--- config.mk ---
export PLATFORM = sky130hd
export DESIGN_NAME = seq_muldiv_unit
export DESIGN_NICKNAME = d
export VERILOG_FILES = /design/src/rtl/seq_muldiv_unit.sv
export SDC_FILE = /design/constraint.sdc
export NUM_CORES = 1
export LEC_CHECK = 0
export CAP_MARGIN = 15
export CORE_ASPECT_RATIO = 0.5
export CORE_UTILIZATION = 59
export DETAILED_ROUTE_END_ITERATION = 8
export DONT_BUFFER_PORTS = 1
export PLACE_DENSITY = 0.84
export SLEW_MARGIN = 20
export SYNTH_ARGS = -nofsm -noshare
export SYNTH_HDL_FRONTEND = slang
export SYNTH_SLANG_ARGS = --single-unit
--- constraint.sdc ---
create_clock -name clock -period 7.92 [get_ports clock]
set_input_delay 1.188 -clock clock [delete_from_list [all_inputs] [get_ports clock]]
set_output_delay 1.188 -clock clock [all_outputs]
set_load 0.01 [all_outputs]
--- src/rtl/seq_muldiv_unit.sv ---
// Iterative multiply/divide unit: one bit per clock, sign-corrected result loaded
// into hi/lo with a one-cycle done pulse. Latency is WIDTH+2 edges from start.
module seq_muldiv_unit #(
  parameter int WIDTH = 32
) (
  input  logic             clock,
  input  logic             clear,
  input  logic             start,
  input  logic             op,
  input  logic             is_signed,
  input  logic [WIDTH-1:0] a,
  input  logic [WIDTH-1:0] b,
  output logic             busy,
  output logic             done,
  output logic [WIDTH-1:0] hi,
  output logic [WIDTH-1:0] lo,
  output logic             div_by_zero,
  output logic [1:0]       state_dbg
);

  localparam int CNT_W = $clog2(WIDTH + 1);

  typedef enum logic [1:0] {S_IDLE, S_CALC, S_FIX, S_DONE} state_t;

  state_t state, state_next;

  logic               op_q;
  logic               a_neg;
  logic               b_neg;
  logic               dz_q;
  logic [WIDTH-1:0]   a_raw;
  logic [WIDTH-1:0]   mag_b;
  logic [2*WIDTH-1:0] p;      // mul: product accumulator; div: quotient in low half
  logic [WIDTH:0]     rem;
  logic [CNT_W-1:0]   cnt;

  logic               a_sign;
  logic               b_sign;
  logic [WIDTH-1:0]   a_mag;
  logic [WIDTH-1:0]   b_mag;
  logic [WIDTH:0]     mul_sum;
  logic [WIDTH+1:0]   div_tmp;
  logic [WIDTH+1:0]   div_diff;
  logic               div_ge;

  assign state_dbg = state;

  always_ff @(posedge clock or posedge clear) begin
    if (clear) state <= S_IDLE;
    else       state <= state_next;
  end

  always_comb begin
    state_next = state;
    case (state)
      S_IDLE:  if (start) state_next = S_CALC;
      S_CALC:  if (cnt == CNT_W'(1)) state_next = S_FIX;
      S_FIX:   state_next = S_DONE;
      S_DONE:  state_next = S_IDLE;
      default: state_next = S_IDLE;
    endcase
  end

  // An unsigned WIDTH-bit magnitude holds 2^(WIDTH-1), so the most negative
  // operand negates without loss.
  always_comb begin
    a_sign   = is_signed & a[WIDTH-1];
    b_sign   = is_signed & b[WIDTH-1];
    a_mag    = a_sign ? (~a + WIDTH'(1)) : a;
    b_mag    = b_sign ? (~b + WIDTH'(1)) : b;
    mul_sum  = {1'b0, p[2*WIDTH-1:WIDTH]} + (p[0] ? {1'b0, mag_b} : '0);
    div_tmp  = {rem, p[WIDTH-1]};
    div_diff = div_tmp - {2'b00, mag_b};
    div_ge   = ~div_diff[WIDTH+1];
  end

  always_ff @(posedge clock or posedge clear) begin
    if (clear) begin
      op_q        <= 1'b0;
      a_neg       <= 1'b0;
      b_neg       <= 1'b0;
      dz_q        <= 1'b0;
      a_raw       <= '0;
      mag_b       <= '0;
      p           <= '0;
      rem         <= '0;
      cnt         <= '0;
      busy        <= 1'b0;
      done        <= 1'b0;
      hi          <= '0;
      lo          <= '0;
      div_by_zero <= 1'b0;
    end else begin
      done <= 1'b0;
      case (state)
        S_IDLE: if (start) begin
          op_q  <= op;
          a_neg <= a_sign;
          b_neg <= b_sign;
          dz_q  <= op && (b == '0);
          a_raw <= a;
          mag_b <= b_mag;
          p     <= {{WIDTH{1'b0}}, a_mag};
          rem   <= '0;
          cnt   <= CNT_W'(WIDTH);
          busy  <= 1'b1;
        end
        S_CALC: begin
          cnt <= cnt - CNT_W'(1);
          if (!op_q) begin
            p <= {mul_sum, p[WIDTH-1:1]};
          end else begin
            rem          <= div_ge ? div_diff[WIDTH:0] : div_tmp[WIDTH:0];
            p[WIDTH-1:0] <= {p[WIDTH-2:0], div_ge};
          end
        end
        S_FIX: begin
          if (!op_q) begin
            if (a_neg ^ b_neg) p <= -p;
          end else begin
            if (a_neg ^ b_neg) p[WIDTH-1:0] <= -p[WIDTH-1:0];
            if (a_neg) rem <= -rem;
          end
        end
        S_DONE: begin
          busy        <= 1'b0;
          done        <= 1'b1;
          div_by_zero <= dz_q;
          if (dz_q) begin
            hi <= a_raw;
            lo <= '1;
          end else if (op_q) begin
            hi <= rem[WIDTH-1:0];
            lo <= p[WIDTH-1:0];
          end else begin
            hi <= p[2*WIDTH-1:WIDTH];
            lo <= p[WIDTH-1:0];
          end
        end
        default: ;
      endcase
    end
  end

endmodule

## Word level (Yosys, flattened, before mapping)

Cells that the tools add are included.

| storage, ports and cells | value |
|---|---|
| output and inout bits | 69 |
| flip-flop bits (word level) | 240 |
| word-level logic and storage cells | 83 |

| operators by class | value |
|---|---|
| eq/ne operators | 12 |
| mux-type cells | 28 |
| bitwise gates (word level) | 6 |
| reduce and logical (&&, ||, !) cells | 13 |
| $add $sub $neg | 8 |

Operator list:

| operator | number |
|---|---|
| 32-bit two-way mux | 11 |
| 64-bit case mux with 3 select lines | 1 |
| 33-bit two-way mux | 5 |
| 64-bit two-way mux | 2 |
| 33-bit case mux with 3 select lines | 1 |
| 32-bit by 1-bit adder with 32-bit output, second input constant | 2 |
| 64-bit negation | 1 |
| 32-bit inverter | 2 |
| 34-bit by 32-bit subtractor with 34-bit output | 1 |
| 32-bit by 32-bit adder with 33-bit output | 1 |
| 33-bit negation | 1 |
| 32-bit logical NOT | 1 |
| 32-bit negation | 1 |
| 2-bit inequality test, second input constant | 8 |
| 6-bit case mux with 2 select lines | 1 |
| 5-bit AND reduction | 2 |
| 2-bit case mux with 4 select lines | 1 |
| 2-bit AND reduction | 4 |
| 6-bit by 1-bit equality test with 1-bit output, second input constant | 1 |
| 6-bit two-way mux | 1 |
| 6-bit by 1-bit subtractor with 6-bit output, second input constant | 1 |
| 2-bit equality test, second input constant | 2 |
| 2-bit two-way mux | 2 |
| 2-bit nonzero test | 2 |
| 10 further kinds | 12 |

## Depth between registers and ports, before layout

| depth | value |
|---|---|
| depth after elaboration | 5 |
| depth in mapped cells | 14 |
| mapped depth without buffers | 14 |

## Worst setup path before layout

No wires, ideal clock.

| timing path | value |
|---|---|
| kind | input -> register |
| from | input a[9] |
| to | register p[26] |
| buffers on the path | 0 |
| cell stages on the path | 10 |
| data arrival time | 3.786 ns |
| setup time | 0.083 ns |
| path slack | 4.052 ns |
| required time | 7.837 ns |
| cell sequence | or4_1 or3_1 or3_1 nor3_1 nand3_1 or2_2 o41ai_1 xnor2_1 o21ai_0 o21ai_0 |

| between the ends | value |
|---|---|
| word-level cells in the longest chain between the ends | 5 |

RTL lines:

| what | line | source |
|---|---|---|
| from (decl) | 11 | `input logic [WIDTH-1:0] a,` |
| 32-bit inverter | 69 | `a_mag = a_sign ? (~a + WIDTH'(1)) : a;` |
| 32-bit by 1-bit adder with 32-bit output | 69 |  |
| 32-bit two-way mux | 69 |  |
| 64-bit two-way mux | 96 | `S_IDLE: if (start) begin` |
| 64-bit case mux with 3 select lines | 95 | `case (state)` |
| to (signal assigned) | 103 | `p <= {{WIDTH{1'b0}}, a_mag};` |
| to (signal assigned) | 111 | `p <= {mul_sum, p[WIDTH-1:1]};` |
| to (signal, indexed assignment) | 114 | `p[WIDTH-1:0] <= {p[WIDTH-2:0], div_ge};` |
| to (decl) | 33 | `logic [2*WIDTH-1:0] p;` |

Every way passes these cells. The select of a mux whose other input is x is not followed.
A chain may end at the register's enable or synchronous reset.

## Worst setup path in the final report

| timing path | value |
|---|---|
| from | register p[0] |
| to | register p[62] |

| between the ends | value |
|---|---|
| word-level cells in the longest chain between the ends | 4 |

RTL lines:

| what | line |
|---|---|
| 64-bit negation or 32-bit two-way mux (tied branches) | 119, 71 |
| 64-bit two-way mux or 32-bit by 32-bit adder with 33-bit output (tied branches) | 119, 71 |
| 32-bit two-way mux (on tied branches) | 118, 110 |
| 64-bit case mux with 3 select lines (*) | 95 |

Mark *: on every way between the ends. The rest lies on a longest branch, timed or not. The select of a mux whose other input is x is not followed.

==> flow_summary.yaml <==
status:
  status: "finished, final reports clean"
pwr:
  power.net_switching_uw: 4150
  leakagePower_uw: 0.00820
  p_sw_share_pct: 48.6
  irDropWorstVdd_v: 0.000308
  totalPowerFinal_uw: 8550
  seq_power_share_pct: 28.7
  p_clk_share_pct: 14.9
  p_per_area_mw_per_mm2: 457
  internal_power_uw: 4400
  combPwrFrac_pct: 56.4
timing:
  maxSlewViolCount: 0
  fin_crit_sh_pct: 55.1
  tightest_slew_ns: 1.03
  setup_violations: 0
  grt_setup_unrepaired: "false"
  relSlewSlack_pct: 31.7
  fin_tns_setup_ns: 0
  post-route-min-period_ns: 4.37
  max_freq_ghz: 0.229
  hold_viol: 0
  final.setup_skew_ns: 0.0183
logic_synthesis:
  syn_nets: 2289
  syn_inst: 2144
  yosysWarnings: 0
  synth_common_cells: "o21ai_0, dfrtp_1, nor2_1, nand2_1, a21oi_1"
  ys.flop_type: "dfrtp_1"
  avgSynthCellArea_sq_um: 8.22
  async_flop_share_pct: 100
  synth.top_cell.area_share_pct: 34.1
  synth_edf_count: 0
  synth.distinct_cells: 80
  ys_seq_area_share_pct: 34.1
  ys_top_cells_by_area: "dfrtp_1, o21ai_0, ha_1"
  synth.most_common_cell: "o21ai_0"
  yosysTopAreaCell: "dfrtp_1"
  synth_area_sq_mm: 0.0176
  ys_ff_latch: 240
global_route:
  grt-ovfl-total: 0
  grt_pass1_wl_mm: 82.6
  grt_max_degree: 111
  antenna_found_initial: 1
  grt_pass1_vias: 15300
  grtUsageTotal_pct: 33.4
clock_tree:
  cts_sinks: 240
  postCtsSetupBuffers: 0
  clk_pin_slew_ns: 0.07
  cts_tree: "yes"
  clk_latency_ns: 0.56
  ctsResizeCount: 0
  clockBufferDepth: 3
  root_buffer: "clkbuf_16"
  htreeDepth: 1
  cts_hold_buf: 0
  cts_buffers: 24
min_path:
  worst_hold_path.endpoint: "mag_b[4]"
  hp-start: "mag_b[4]"
  min-delay-path-class: "flop to flop"
  min_path_cells: 2
critical_path:
  crit_path_max_fanout: 32
  end_kind: "flop"
  crit_type: "flop to flop"
  rrSetupSlack_ns: 3.55
  required_ns: 8.37
  r2r-end: "p[62]"
  critical-path-top-delay-family: "compound AO/OA/AOI/OAI gates"
  path_cells: "inv_1, nor2_1, ha_1, a21oi_1, a21boi_0, nor4_1, a21o_1, o21ai_0, a21oi_1, o31ai_1, a41oi_1, xor2_1, o21ai_0"
  regToRegStartpoint: "p[0]"
  startpoint_type: "flop"
  crit_buf_inv: 1
  worstPathArrival_ns: 4.82
  crit_path_max_incr_delay_ns: 0.76
  crit_slowest_cell: "inv_1"
  r2r_cells: 13
routing:
  final_antenna_net_count: 0
  dr.pass1.iters: 6
  drc: 0
  vias_per_cell: 6.67
  routed_wl_mm: 51.5
  route.vias.total: 16500
  wl_per_cell_um: 20.8
  drtIter0Drc: 2092
placement:
  placed_area_sq_mm: 0.0178
  io_buffers: 0
  hpwl_mm: 36.7
  gp_congestion: 0.948
floorplan:
  rows: 44
  dieArea_sq_mm: 0.0306
  die_w_um: 246
  core_area_sq_mm: 0.0292
  num_io_pins: 138
  start_util_pct: 60.4
  die_h_um: 124
layout:
  syn_to_final_growth_pct: 6.07
  drive_above_1_share_pct: 7.97
  fillCellCount: 2372
  seqCellArea_sq_mm: 0.00601
  antennaDiodeCount: 0
  nNetsFinal: 2211
  multi_input_area_sq_mm: 0.0109
  finalInstanceArea_sq_mm: 0.0187
flow_run:
  maxCapViolations: 0
## registers in the layout (all words and copies together), names as in the netlist
register / cells
a_neg: 1
a_raw: 32
b_neg: 1
busy: 1
cnt: 6
div_by_zero: 1
done: 1
dz_q: 1
hi: 32
lo: 32
mag_b: 32
op_q: 1
p: 64
rem: 33
state_dbg: 2
## cell families after synthesis
group,share of synthesized area (%)
and+or+nand+nor,18.3
AOI/OAI and AO/OA,23.1
DFF,34.1
buffers and inverters,4.24
muxes,8.47
xor gates and xnor gates,6.31
adders and majority gates,5.48
## cell usage in the layout (no fill, tap or decap), drive strengths merged, types with 5 or more instances in the layout
cell      n
a211o     6
a211oi    9
a21boi    5
a21o     41
a21oi   172
a221o     7
a22oi    16
a31oi    20
and2     10
and3      8
buf      19
clkbuf   32
clkinv    6
dfrtp   240
ha       74
inv      71
mux2     74
mux2i    66
nand2   202
nand2b   23
nand3    32
nand4    10
nor2    220
nor2b    15
nor3     72
nor3b     7
nor4     22
o211ai   12
o21a     10
o21ai   272
o21bai    9
o221ai   17
o311ai    7
o31ai    27
o41ai     6
or2      11
or3      32
or4      12
xnor2    72
xor2     55
## per-stage QoR
stage,hold slack (ns),utilization (%),std cells,worst slack [ns]
4_1_cts,0.486,64.1,2474,3.59
2_1_floorplan,0.450,-,2144,0.144
6_report,0.482,64.1,2474,3.55
3_3_place_gp,0.463,61.1,2431,3.79
3_5_place_dp,0.472,61.1,2431,3.66
5_1_grt,0.508,64.1,2474,3.09
## worst reg2reg max path, cell delays in order (launching register included)
cell and delay (ns):
dfrtp_1 0.46, inv_1 0.76, nor2_1 0.14, ha_1 0.43, a21oi_1 0.09, a21boi_0 0.28
nor4_1 0.09, a21o_1 0.21, o21ai_0 0.48, a21oi_1 0.28, o31ai_1 0.52, a41oi_1 0.20
xor2_1 0.17, o21ai_0 0.16
## layer usage
layer  vias up  global-route usage, %  wire length [um]
met5         -                      0                 0
met4         0                   12.9              2180
met3       163                   6.31              4620
met2       904                   51.4             23000
met1      7850                   46.5             21600
li1       7582                      -                 -
## cell type report
class	instances	area share, %
clock buffers	32	3.75
clock inverters	11	0.923
inverters	71	1.47
multi-input cells	1710	58.3
flip-flops and latches	240	32.1
well taps	391	2.62
repair buffers	19	0.763
## worst max path at each step
stage,startpoint,endpoint,slack [ns],cells after the start
after global placement,rem[17],rem[16],3.79,12
after detailed placement,p[0],p[62],3.66,13
after floorplan,clear,a_neg,0.14,1
after CTS,p[0],p[62],3.59,13
final,p[0],p[62],3.55,13
after global routing,p[0],p[62],3.09,13
## power groups by stage
stage | sequential [uW] | clock [uW] | combinational (uW)
final | 2450 | 1280 | 4820
after global placement | 2420 | 0 | 4540
after detailed placement | 2450 | 0 | 4670
after CTS | 2430 | 1280 | 4710
after global routing | 2510 | 1330 | 5330
after floorplan | 2170 | 0 | 3810
Power figures use the tool's default switching activity.
